--- config.mk ---
export PLATFORM = sky130hd
export DESIGN_NAME = lc3_instr_encoder
export DESIGN_NICKNAME = d
export VERILOG_FILES = /design/src/rtl/lc3_instr_encoder.sv
export SDC_FILE = /design/constraint.sdc
export NUM_CORES = 1
export LEC_CHECK = 0
export ABC_AREA = 1
export ABC_CLOCK_PERIOD_IN_PS = 6100
export BUFFER_PORTS_ARGS = -buffer_cell sky130_fd_sc_hd__buf_2
export CORE_MARGIN = 4
export CORE_UTILIZATION = 50
export CTS_BUF_LIST = sky130_fd_sc_hd__clkbuf_8
export DETAILED_ROUTE_END_ITERATION = 8
export GPL_ROUTABILITY_DRIVEN = 1
export PLACE_DENSITY = 0.74
export SYNTH_ARGS = -nofsm -noshare
export SYNTH_HDL_FRONTEND = slang
export SYNTH_SLANG_ARGS = --single-unit
--- constraint.sdc ---
create_clock -name Clk -period 6.1 [get_ports Clk]
set_clock_uncertainty 0.15 [all_clocks]
set_input_delay 1.22 -clock Clk [delete_from_list [all_inputs] [get_ports Clk]]
set_output_delay 1.22 -clock Clk [all_outputs]
set_load 0.01 [all_outputs]
--- src/rtl/lc3_instr_encoder.sv ---
// LC-3 instruction encoder/loader: packs opcode and operand fields into a
// 16-bit instruction word and writes it to memory at an auto-incrementing
// address, converting absolute PC-relative targets into signed offsets.
`timescale 1ns/1ps
module lc3_instr_encoder #(
    parameter int ACK_TIMEOUT = 15
) (
    input  logic        Clk,
    input  logic        Reset_n,
    input  logic        load_addr,
    input  logic [15:0] base_addr,
    input  logic        in_valid,
    output logic        in_ready,
    input  logic [3:0]  in_op,
    input  logic [2:0]  in_dr,
    input  logic [2:0]  in_sr1,
    input  logic [2:0]  in_sr2,
    input  logic        in_immf,
    input  logic [15:0] in_imm,
    input  logic        clear_err,
    output logic        mem_we,
    output logic [15:0] mem_addr,
    output logic [15:0] mem_wdata,
    input  logic        mem_ack,
    output logic [15:0] cur_addr,
    output logic [15:0] word_count,
    output logic        err,
    output logic [1:0]  err_code
);

    localparam int TW = (ACK_TIMEOUT > 1) ? $clog2(ACK_TIMEOUT) : 1;
    localparam logic [TW-1:0] TLAST = TW'(ACK_TIMEOUT - 1);

    localparam logic [3:0] OP_ADD  = 4'b0001;
    localparam logic [3:0] OP_JSR  = 4'b0100;
    localparam logic [3:0] OP_AND  = 4'b0101;
    localparam logic [3:0] OP_LDR  = 4'b0110;
    localparam logic [3:0] OP_STR  = 4'b0111;
    localparam logic [3:0] OP_RTI  = 4'b1000;
    localparam logic [3:0] OP_NOT  = 4'b1001;
    localparam logic [3:0] OP_JMP  = 4'b1100;
    localparam logic [3:0] OP_RES  = 4'b1101;
    localparam logic [3:0] OP_TRAP = 4'b1111;

    typedef enum logic [1:0] {S_IDLE, S_ENCODE, S_WRITE} state_t;

    state_t             state_q, state_d;
    logic [3:0]         op_q;
    logic [2:0]         dr_q, sr1_q, sr2_q;
    logic               immf_q;
    logic signed [15:0] imm_q;
    logic [15:0]        cur_addr_q, cur_addr_d;
    logic [15:0]        word_count_q, word_count_d;
    logic [15:0]        mem_addr_q, mem_addr_d;
    logic [15:0]        mem_wdata_q, mem_wdata_d;
    logic               err_q, err_d;
    logic [1:0]         err_code_q, err_code_d;
    logic [TW-1:0]      timer_q, timer_d;

    logic               take;
    logic signed [15:0] off_s;
    logic [15:0]        enc_word;
    logic               rng_err, ill_err;

    // A value fits in msb+1 signed bits when bits [15:msb] are all equal.
    function automatic logic fits(input logic signed [15:0] v, input logic [3:0] msb);
        logic signed [15:0] sh;
        sh = v >>> msb;
        return (sh == 16'sd0) || (sh == -16'sd1);
    endfunction

    // load_addr has priority, so fields are only taken when it is low.
    assign take  = (state_q == S_IDLE) && in_valid && !load_addr;
    // PC-relative offset is measured from the incremented PC of this word.
    assign off_s = imm_q - $signed(cur_addr_q + 16'd1);

    // Capture operand fields on the input handshake.
    always_ff @(posedge Clk) begin
        if (take) begin
            op_q   <= in_op;
            dr_q   <= in_dr;
            sr1_q  <= in_sr1;
            sr2_q  <= in_sr2;
            immf_q <= in_immf;
            imm_q  <= in_imm;
        end
    end

    // Build the instruction word and flag range / illegal-opcode errors.
    always_comb begin
        enc_word = 16'h0000;
        rng_err  = 1'b0;
        ill_err  = 1'b0;
        case (op_q)
            OP_ADD, OP_AND: begin
                if (immf_q) begin
                    enc_word = {op_q, dr_q, sr1_q, 1'b1, imm_q[4:0]};
                    rng_err  = !fits(imm_q, 4'd4);
                end else begin
                    enc_word = {op_q, dr_q, sr1_q, 3'b000, sr2_q};
                end
            end
            OP_NOT:         enc_word = {op_q, dr_q, sr1_q, 6'b111111};
            OP_LDR, OP_STR: begin
                enc_word = {op_q, dr_q, sr1_q, imm_q[5:0]};
                rng_err  = !fits(imm_q, 4'd5);
            end
            OP_JMP:         enc_word = {op_q, 3'b000, sr1_q, 6'b000000};
            OP_TRAP: begin
                enc_word = {op_q, 4'b0000, imm_q[7:0]};
                rng_err  = |imm_q[15:8];
            end
            OP_RTI:         enc_word = 16'h8000;
            OP_RES:         ill_err  = 1'b1;
            OP_JSR: begin
                enc_word = {op_q, 1'b1, off_s[10:0]};
                rng_err  = !fits(off_s, 4'd10);
            end
            default: begin
                // BR, LD, ST, LDI, STI, LEA share the dr + off9 layout.
                enc_word = {op_q, dr_q, off_s[8:0]};
                rng_err  = !fits(off_s, 4'd8);
            end
        endcase
    end

    // State register.
    always_ff @(posedge Clk or negedge Reset_n) begin
        if (!Reset_n) state_q <= S_IDLE;
        else          state_q <= state_d;
    end

    // Next-state logic.
    always_comb begin
        state_d = state_q;
        case (state_q)
            S_IDLE:   if (take) state_d = S_ENCODE;
            S_ENCODE: state_d = (rng_err || ill_err) ? S_IDLE : S_WRITE;
            S_WRITE:  if (mem_ack || timer_q == TLAST) state_d = S_IDLE;
            default:  state_d = S_IDLE;
        endcase
    end

    // FSM outputs.
    always_comb begin
        in_ready = (state_q == S_IDLE);
        mem_we   = (state_q == S_WRITE);
    end

    // Next values for address, counters, write registers and error status.
    always_comb begin
        cur_addr_d   = cur_addr_q;
        word_count_d = word_count_q;
        mem_addr_d   = mem_addr_q;
        mem_wdata_d  = mem_wdata_q;
        err_d        = err_q;
        err_code_d   = err_code_q;
        timer_d      = timer_q;
        if (clear_err) begin
            err_d      = 1'b0;
            err_code_d = 2'b00;
        end
        case (state_q)
            S_IDLE: if (load_addr) cur_addr_d = base_addr;
            S_ENCODE: begin
                timer_d = '0;
                if (ill_err) begin
                    err_d      = 1'b1;
                    err_code_d = 2'b10;
                end else if (rng_err) begin
                    err_d      = 1'b1;
                    err_code_d = 2'b01;
                end else begin
                    mem_addr_d  = cur_addr_q;
                    mem_wdata_d = enc_word;
                end
            end
            S_WRITE: begin
                if (mem_ack) begin
                    cur_addr_d   = cur_addr_q + 16'd1;
                    word_count_d = word_count_q + 16'd1;
                end else if (timer_q == TLAST) begin
                    err_d      = 1'b1;
                    err_code_d = 2'b11;
                end else begin
                    timer_d = timer_q + 1'b1;
                end
            end
            default: ;
        endcase
    end

    // Datapath/status registers.
    always_ff @(posedge Clk or negedge Reset_n) begin
        if (!Reset_n) begin
            cur_addr_q   <= 16'h0000;
            word_count_q <= 16'h0000;
            mem_addr_q   <= 16'h0000;
            mem_wdata_q  <= 16'h0000;
            err_q        <= 1'b0;
            err_code_q   <= 2'b00;
            timer_q      <= '0;
        end else begin
            cur_addr_q   <= cur_addr_d;
            word_count_q <= word_count_d;
            mem_addr_q   <= mem_addr_d;
            mem_wdata_q  <= mem_wdata_d;
            err_q        <= err_d;
            err_code_q   <= err_code_d;
            timer_q      <= timer_d;
        end
    end

    assign mem_addr   = mem_addr_q;
    assign mem_wdata  = mem_wdata_q;
    assign cur_addr   = cur_addr_q;
    assign word_count = word_count_q;
    assign err        = err_q;
    assign err_code   = err_code_q;

endmodule
==> metrics.cfg, run 1 <==
[status]
status = finished clean

[floorplan]
die_height_um = 117
start_util_pct = 51.4
core_area_mm2 = 0.0115
chipWidth_um = 117
rows = 39
pin_count = 121
die-area_mm2 = 0.0136

[route]
wl_per_cell_um = 14.3
finalWirelength_um = 14000
drt_iter0_drc = 375
viasPerCell = 5.23
antenna_left = 0
route.detailed.drc = 0
num_vias = 5126
detailedRoute.firstPassIterationCount = 5

[sta]
hold_slack_ns = 0.320
clock.fmax_ghz = 0.210
rsz0062_at_grt = false
period_minus_slack_ns = 4.77
setup_viol = 0
hold_violations = 0
tightest_slew_ns = 0.968
slew_headroom_pct = 35.5
timing.final.crit_share_pct = 78.2
maxSlewViolCount = 0
finalSetupTns_ns = 0
setup_slack_ns = 1.33

[setup_path]
critPathMostFrequentCell = nor2_1
reg2reg_depth = 28
start_kind = register
cp.arrival_ns = 4.87
worst_ep_required_time_ns = 6.21
path_max_fanout = 33
crit_slowest_cell = dfrtp_1
timing.rr.start = cur_addr[1]$_DFFE_PN0P_
reg2reg_slack_ns = 1.33
r2r-end = mem_addr[5]$_DFFE_PN0P_
cp-end-kind = register
crit_path_max_incr_delay_ns = 0.45
crit_type = reg2reg

[yosys]
netlist.area_leader.share_pct = 30.8
synth.net_count = 783
synth_top_flop_cell = dfrtp_1
synth_cells = 713
synth.cell_area_mm2 = 0.00592
synth_area_leaders = dfrtp_1 (31%), edfxtp_1 (15%), nand2_1 (11%), inv_1 (5.8%), nand3_1 (4.5%)
synth.avg_cell_area_um2 = 8.31
synth.largest_area_cell = dfrtp_1
yosysSeqAreaShare_pct = 46.1
synth_edf_count = 30
synth_cell_types = 47
synth.most_common_cell = nand2_1
synthArstFlopShare_pct = 70.9
ys_ff_latch = 103
yosysWarnings = 0
synth_common_cells = nand2_1 (177), inv_1 (92), dfrtp_1 (73)

[clock_tree]
clkTransAtPathRegs_ns = 0.10
htreeDepth = 3
cts_tree = yes
cts_resized = 0
cts_hold_buf = 0
cts_setup_buffers = 0
cts_buffers = 9
cts_max_path_buffers = 2
clk_latency_ns = 0.37
clock-root-buffer = clkbuf_8
clock_sinks = 103

[grt]
grtUsageTotal_pct = 21.8
antenna_found_initial = 0
grt_max_degree = 74
grt_pass1_vias = 4951
grt.overflow.total = 0
grt_pass1_wl_um = 23400

[finish]
layout-drive-gt1-share_pct = 22.1
multi_input_area_mm2 = 0.00275
n_antenna_cell = 0
syn_to_final_growth_pct = 15.8
fillCellCount = 1030
register_area_mm2 = 0.00273
nets = 903
fin_area_mm2 = 0.00686

[worst_hold_path]
min_path_type = reg2reg
hold_path.startpoint = word_count[15]$_DFFE_PN0P_
min_to = word_count[15]$_DFFE_PN0P_
holdPathStages = 1

[power]
p_per_area_mw_per_mm2 = 459
p_leak_nw = 3.54
peakVddDrop_v = 0.000179

[placement]
port_buffers = 120
place_congestion = 0.923
dp_slack_ns = 1.39
dp_hpwl_um = 11100
dpl_cell_area_mm2 = 0.00664

[run]
drv_cap = 0

cells in the final DEF, fill, tap and decap left out, types with 2 or more instances in the layout:
| master | Yosys | final |
|---|---|---|
| ha_1 | 17 | 17 |
| inv_2 | 2 | 2 |
| nand3_1 | 53 | 53 |
| o21ai_0 | 30 | 30 |
| xor2_1 | 19 | 19 |
| a22oi_1 | 3 | 3 |
| nor2_2 | 2 | 3 |
| o21ai_2 | 21 | 21 |
| o31ai_1 | 2 | 2 |
| o21bai_1 | 2 | 2 |
| nor2_1 | 60 | 59 |
| nor4_1 | 2 | 2 |
| xnor2_1 | 10 | 10 |
| clkbuf_8 | 0 | 12 |
| nand2_2 | 8 | 8 |
| a31oi_1 | 4 | 4 |
| buf_2 | 1 | 119 |
| dfrtp_1 | 73 | 73 |
| o22ai_1 | 9 | 9 |
| nand3_2 | 5 | 5 |
| o211ai_1 | 6 | 6 |
| nor3_1 | 7 | 7 |
| edfxtp_1 | 30 | 30 |
| nand4_1 | 16 | 16 |
| inv_6 | 0 | 2 |
| inv_1 | 92 | 93 |
| o21ai_1 | 11 | 11 |
| a21oi_1 | 18 | 18 |
| nand2_1 | 177 | 177 |
| buf_4 | 0 | 4 |
| a211oi_1 | 3 | 3 |
per-stage QoR:
stage                     util (%)  std cells  power (W)
after CTS                     59.5        981    0.00317
after floorplan                  -        713    0.00223
after detailed placement      57.6        965    0.00270
after global routing          59.5        981    0.00346
final                         59.5        981    0.00315
after global placement        57.6        965    0.00267
layer usage:
layer	wire length (um)	track usage, %	vias up
met4	230	6.42	0
met2	6470	34.8	157
met1	6440	30.3	2352
met5	0	0	-
met3	894	4.06	17
li1	-	-	2600
final cells by class:
| class | instances | share of cell area (%) |
|---|---|---|
| flip-flops and latches | 103 | 39.8 |
| clock buffers | 12 | 2.41 |
| well taps | 143 | 2.61 |
| repair buffers | 123 | 9.13 |
| inverters | 94 | 5.15 |
| multi-input cells | 502 | 40.2 |
| clock inverters | 4 | 0.748 |
sequential cells by signal (all words and copies together) (netlist names):
| register | cells |
|---|---|
| cur_addr | 16 |
| immf_q | 1 |
| mem_addr | 16 |
| op_q | 4 |
| dr_q | 3 |
| err_code | 2 |
| mem_wdata | 16 |
| sr1_q | 3 |
| word_count | 16 |
| imm_q | 16 |
| sr2_q | 3 |
| timer_q | 4 |
| err | 1 |
| state_q | 2 |
how the worst max path moves through the flow:
| stage | slack, ns | depth (start not counted) | to | from |
|---|---|---|---|---|
| 4_1_cts | 1.34 | 28 | mem_addr[5]$_DFFE_PN0P_ | cur_addr[1]$_DFFE_PN0P_ |
| 6_report | 1.33 | 28 | mem_addr[5]$_DFFE_PN0P_ | cur_addr[1]$_DFFE_PN0P_ |
| 3_5_place_dp | 1.39 | 28 | mem_addr[5]$_DFFE_PN0P_ | cur_addr[1]$_DFFE_PN0P_ |
| 3_3_place_gp | 1.55 | 28 | mem_addr[4]$_DFFE_PN0P_ | cur_addr[1]$_DFFE_PN0P_ |
| 5_1_grt | 0.70 | 28 | mem_addr[6]$_DFFE_PN0P_ | cur_addr[1]$_DFFE_PN0P_ |
| 2_1_floorplan | 2.32 | 29 | mem_wdata[15]$_DFFE_PN0P_ | cur_addr[1]$_DFFE_PN0P_ |
power breakdown:
group	internal, W	switching, W
registers	0.000912	0.000170
logic	0.000581	0.00103
clock network	0.000225	0.000233
total	0.00172	0.00143
critical path, delay by kind of cell (launching register included):
| kind | cells | cell delay, ns |
|---|---|---|
| buffers and inverters | 6 | 0.81 |
| AND/OR/NAND/NOR | 15 | 2.03 |
| AO/OA/AOI/OAI | 5 | 0.67 |
| flip-flops | 1 | 0.45 |
| adder cells (fa/ha/maj) | 2 | 0.56 |
cells by family (layout without fill, tap and decap cells):
family                     count (synthesis)  in the layout  share of synthesized area (%)
AOI/OAI and AO/OA                        115            115                           12.4
xor gates and xnor gates                  30             30                           4.56
adders and majority gates                 18             18                           3.93
buffers and inverters                    108            233                           7.63
DFF                                      103            103                           46.1
and+or+nand+nor                          339            339                           25.4
No activity file was read; power rests on OpenSTA's default activity.
==> run 2: changes to the inputs <==
Settings changed: ABC_CLOCK_PERIOD_IN_PS 6100 to 4800.
Clock period 6.1 ns to 4.8 ns, I/O delays scaled along.
==> run 2 against run 1 <==
  * Die area is the same
  * Critical path depth is the same
  * Worst setup slack lost 0.80 ns
  * Utilization shrank 0.29 points
  * Via count grew 0.64%
  * First-iteration DRC count grew 0.27%
  * Worst hold slack gained 0.0094 ns
  * Clock power grew 9.4%
  * Design area shrank 0.49%
  * Sequential power grew 28%
  * Critical endpoint unchanged
==> metrics.cfg, run 2 (synthesis results as in run 1) <==
[status]
status = finished clean  ; unchanged

[grt]
grt.overflow.total = 0  ; unchanged
grt_pass1_wl_um = 23100  ; was 23,400 um
antenna_found_initial = 0  ; unchanged
grt_use_met1_pct = 29.7  ; was 30.3%
grt_max_degree = 74  ; unchanged
grt-busiest-layer = met2  ; unchanged
grtUsageTotal_pct = 21.6  ; was 21.8%
grtUsageMet2_pct = 35.2  ; was 34.8%
grt_pass1_vias = 4785  ; was 4,951
use_met3_pct = 4.01  ; was 4.06%

[clock_tree]
clock-root-buffer = clkbuf_8  ; unchanged
cts_buffers = 9  ; unchanged
cts_tree = yes  ; unchanged
clock_sinks = 103  ; unchanged
htreeDepth = 3  ; unchanged
cts_hold_buf = 0  ; unchanged
cts_max_path_buffers = 2  ; unchanged
clkTransAtPathRegs_ns = 0.10  ; about the same
clk_latency_ns = 0.38  ; was 0.37 ns

[sta]
clock.fmax_ghz = 0.234  ; was 0.210 GHz
hold_slack_ns = 0.330  ; was 0.320 ns
hold_violations = 0  ; unchanged
timing.final.crit_share_pct = 88.9  ; was 78.2%
setup_viol = 0  ; unchanged
period_minus_slack_ns = 4.27  ; was 4.77 ns
maxSlewViolCount = 0  ; unchanged
tightest_slew_ns = 0.942  ; was 0.968 ns
finalSetupTns_ns = 0  ; unchanged
rsz0062_at_grt = false  ; unchanged
slew_headroom_pct = 37.2  ; was 35.5%

[finish]
nets = 904  ; was 903
n_antenna_cell = 0  ; unchanged
final_cell_mix = nand2_1 (177), buf_2 (119), inv_1 (93)  ; unchanged
final_common_cell = nand2_1  ; unchanged
syn_to_final_growth_pct = 15.2  ; was 15.8%
fillCellCount = 1017  ; was 1,030
layout-drive-gt1-share_pct = 22.3  ; was 22.1%

[route]
wl_per_cell_um = 14.6  ; was 14.3 um
route.detailed.drc = 0  ; unchanged
antenna_left = 0  ; unchanged
num_vias = 5159  ; was 5,126
drt_iter0_drc = 376  ; was 375
detailedRoute.firstPassIterationCount = 5  ; unchanged
finalWirelength_um = 14300  ; was 14,000 um
viasPerCell = 5.25  ; was 5.23

[floorplan]
rows = 39  ; unchanged
chipWidth_um = 117  ; unchanged
die-area_mm2 = 0.0136  ; unchanged
die_height_um = 117  ; unchanged
core_area_mm2 = 0.0115  ; unchanged
start_util_pct = 51.4  ; unchanged
pin_count = 121  ; unchanged

[placement]
dp_hpwl_um = 11100  ; about the same
port_buffers = 120  ; unchanged
place_congestion = 0.882  ; was 0.923

[worst_hold_path]
min_path_type = reg2reg  ; unchanged
hold_path.startpoint = word_count[15]$_DFFE_PN0P_  ; unchanged

[setup_path]
cp.buffers_inverters = 6  ; unchanged
critical-path-top-delay-family = simple AND/OR/NAND/NOR gates  ; unchanged
worst_ep_required_time_ns = 4.91  ; was 6.21 ns
crit_slowest_cell = dfrtp_1  ; unchanged
path_max_fanout = 39  ; was 33
crit_type = reg2reg  ; unchanged
start_kind = register  ; unchanged
crit_start = cur_addr[0]$_DFFE_PN0P_  ; was cur_addr[1]$_DFFE_PN0P_
timing.rr.start = cur_addr[0]$_DFFE_PN0P_  ; was cur_addr[1]$_DFFE_PN0P_
cp.arrival_ns = 4.38  ; was 4.87 ns
crit_path_max_incr_delay_ns = 0.46  ; was 0.45 ns
cp-end-kind = register  ; unchanged

[power]
p_per_area_mw_per_mm2 = 576  ; was 459 mW/mm2
p_leak_nw = 3.52  ; was 3.54 nW
peakVddDrop_v = 0.000246  ; was 0.000179 V

[run]
drv_cap = 0  ; unchanged

[run 2: changes by cell type in the layout (fill, tap and decap cells not counted), sizes merged]
cell	before	now
clkinv	0	4
clkbuf	12	9
buf	123	124
bufinv	1	0
[run 2: metrics by stage]
step                      power (W)  setup slack [ns]  cell area (um2)  utilization, %  instances
after floorplan             0.00284              1.02             5920               -        713
after global placement      0.00339             0.694             6650            57.7        966
after global routing        0.00431          0.000444             6820            59.2        982
after detailed placement    0.00344             0.522             6650            57.7        966
after CTS                   0.00395             0.461             6820            59.2        982
final                       0.00393             0.531             6820            59.2        982
[run 2: worst paths after layout]
path	end	slack [ns]	depth (start not counted)
max in group asynchronous	mem_addr[11]$_DFFE_PN0P_	3.33	1
setup / recovery	mem_addr[5]$_DFFE_PN0P_	0.53	28
hold reg to reg	word_count[15]$_DFFE_PN0P_	0.33	1
setup reg to reg	mem_addr[5]$_DFFE_PN0P_	0.53	28
min in group asynchronous	mem_addr[0]$_DFFE_PN0P_	0.56	1
hold / removal	word_count[15]$_DFFE_PN0P_	0.33	1
[run 2: repair_timing]
| item | in CTS | in global routing |
|---|---|---|
| hold endpoints to repair | 0 | 0 |
| gates resized for setup | 0 | 1 |
| setup endpoints to repair | 0 | 19 |
| buffers inserted | 0 | 0 |
[run 2: cell type report]
cell class / count / area, um2 / share of cell area [%]
Inverter: 94 / 353 / 5.17
Sequential cell: 103 / 2730 / 40.0
Multi-Input combinational cell: 502 / 2760 / 40.4
Clock inverter: 7 / 48.8 / 0.715
Clock buffer: 9 / 124 / 1.82
Tap cell: 143 / 179 / 2.62
Timing Repair Buffer: 124 / 633 / 9.28
[run 2: routing by layer]
layer,routed length (um),vias up
li1,-,2603
met1,6600,2375
met2,6690,163
met3,812,18
met4,215,0
met5,0,-
[run 2: where the power goes]
part	internal, W	leakage, nW	total, W	switching (W)
logic	0.000741	2.22	0.00205	0.00131
registers	0.00116	1.21	0.00138	0.000218
clock network	0.000191	0.0952	0.000501	0.000311
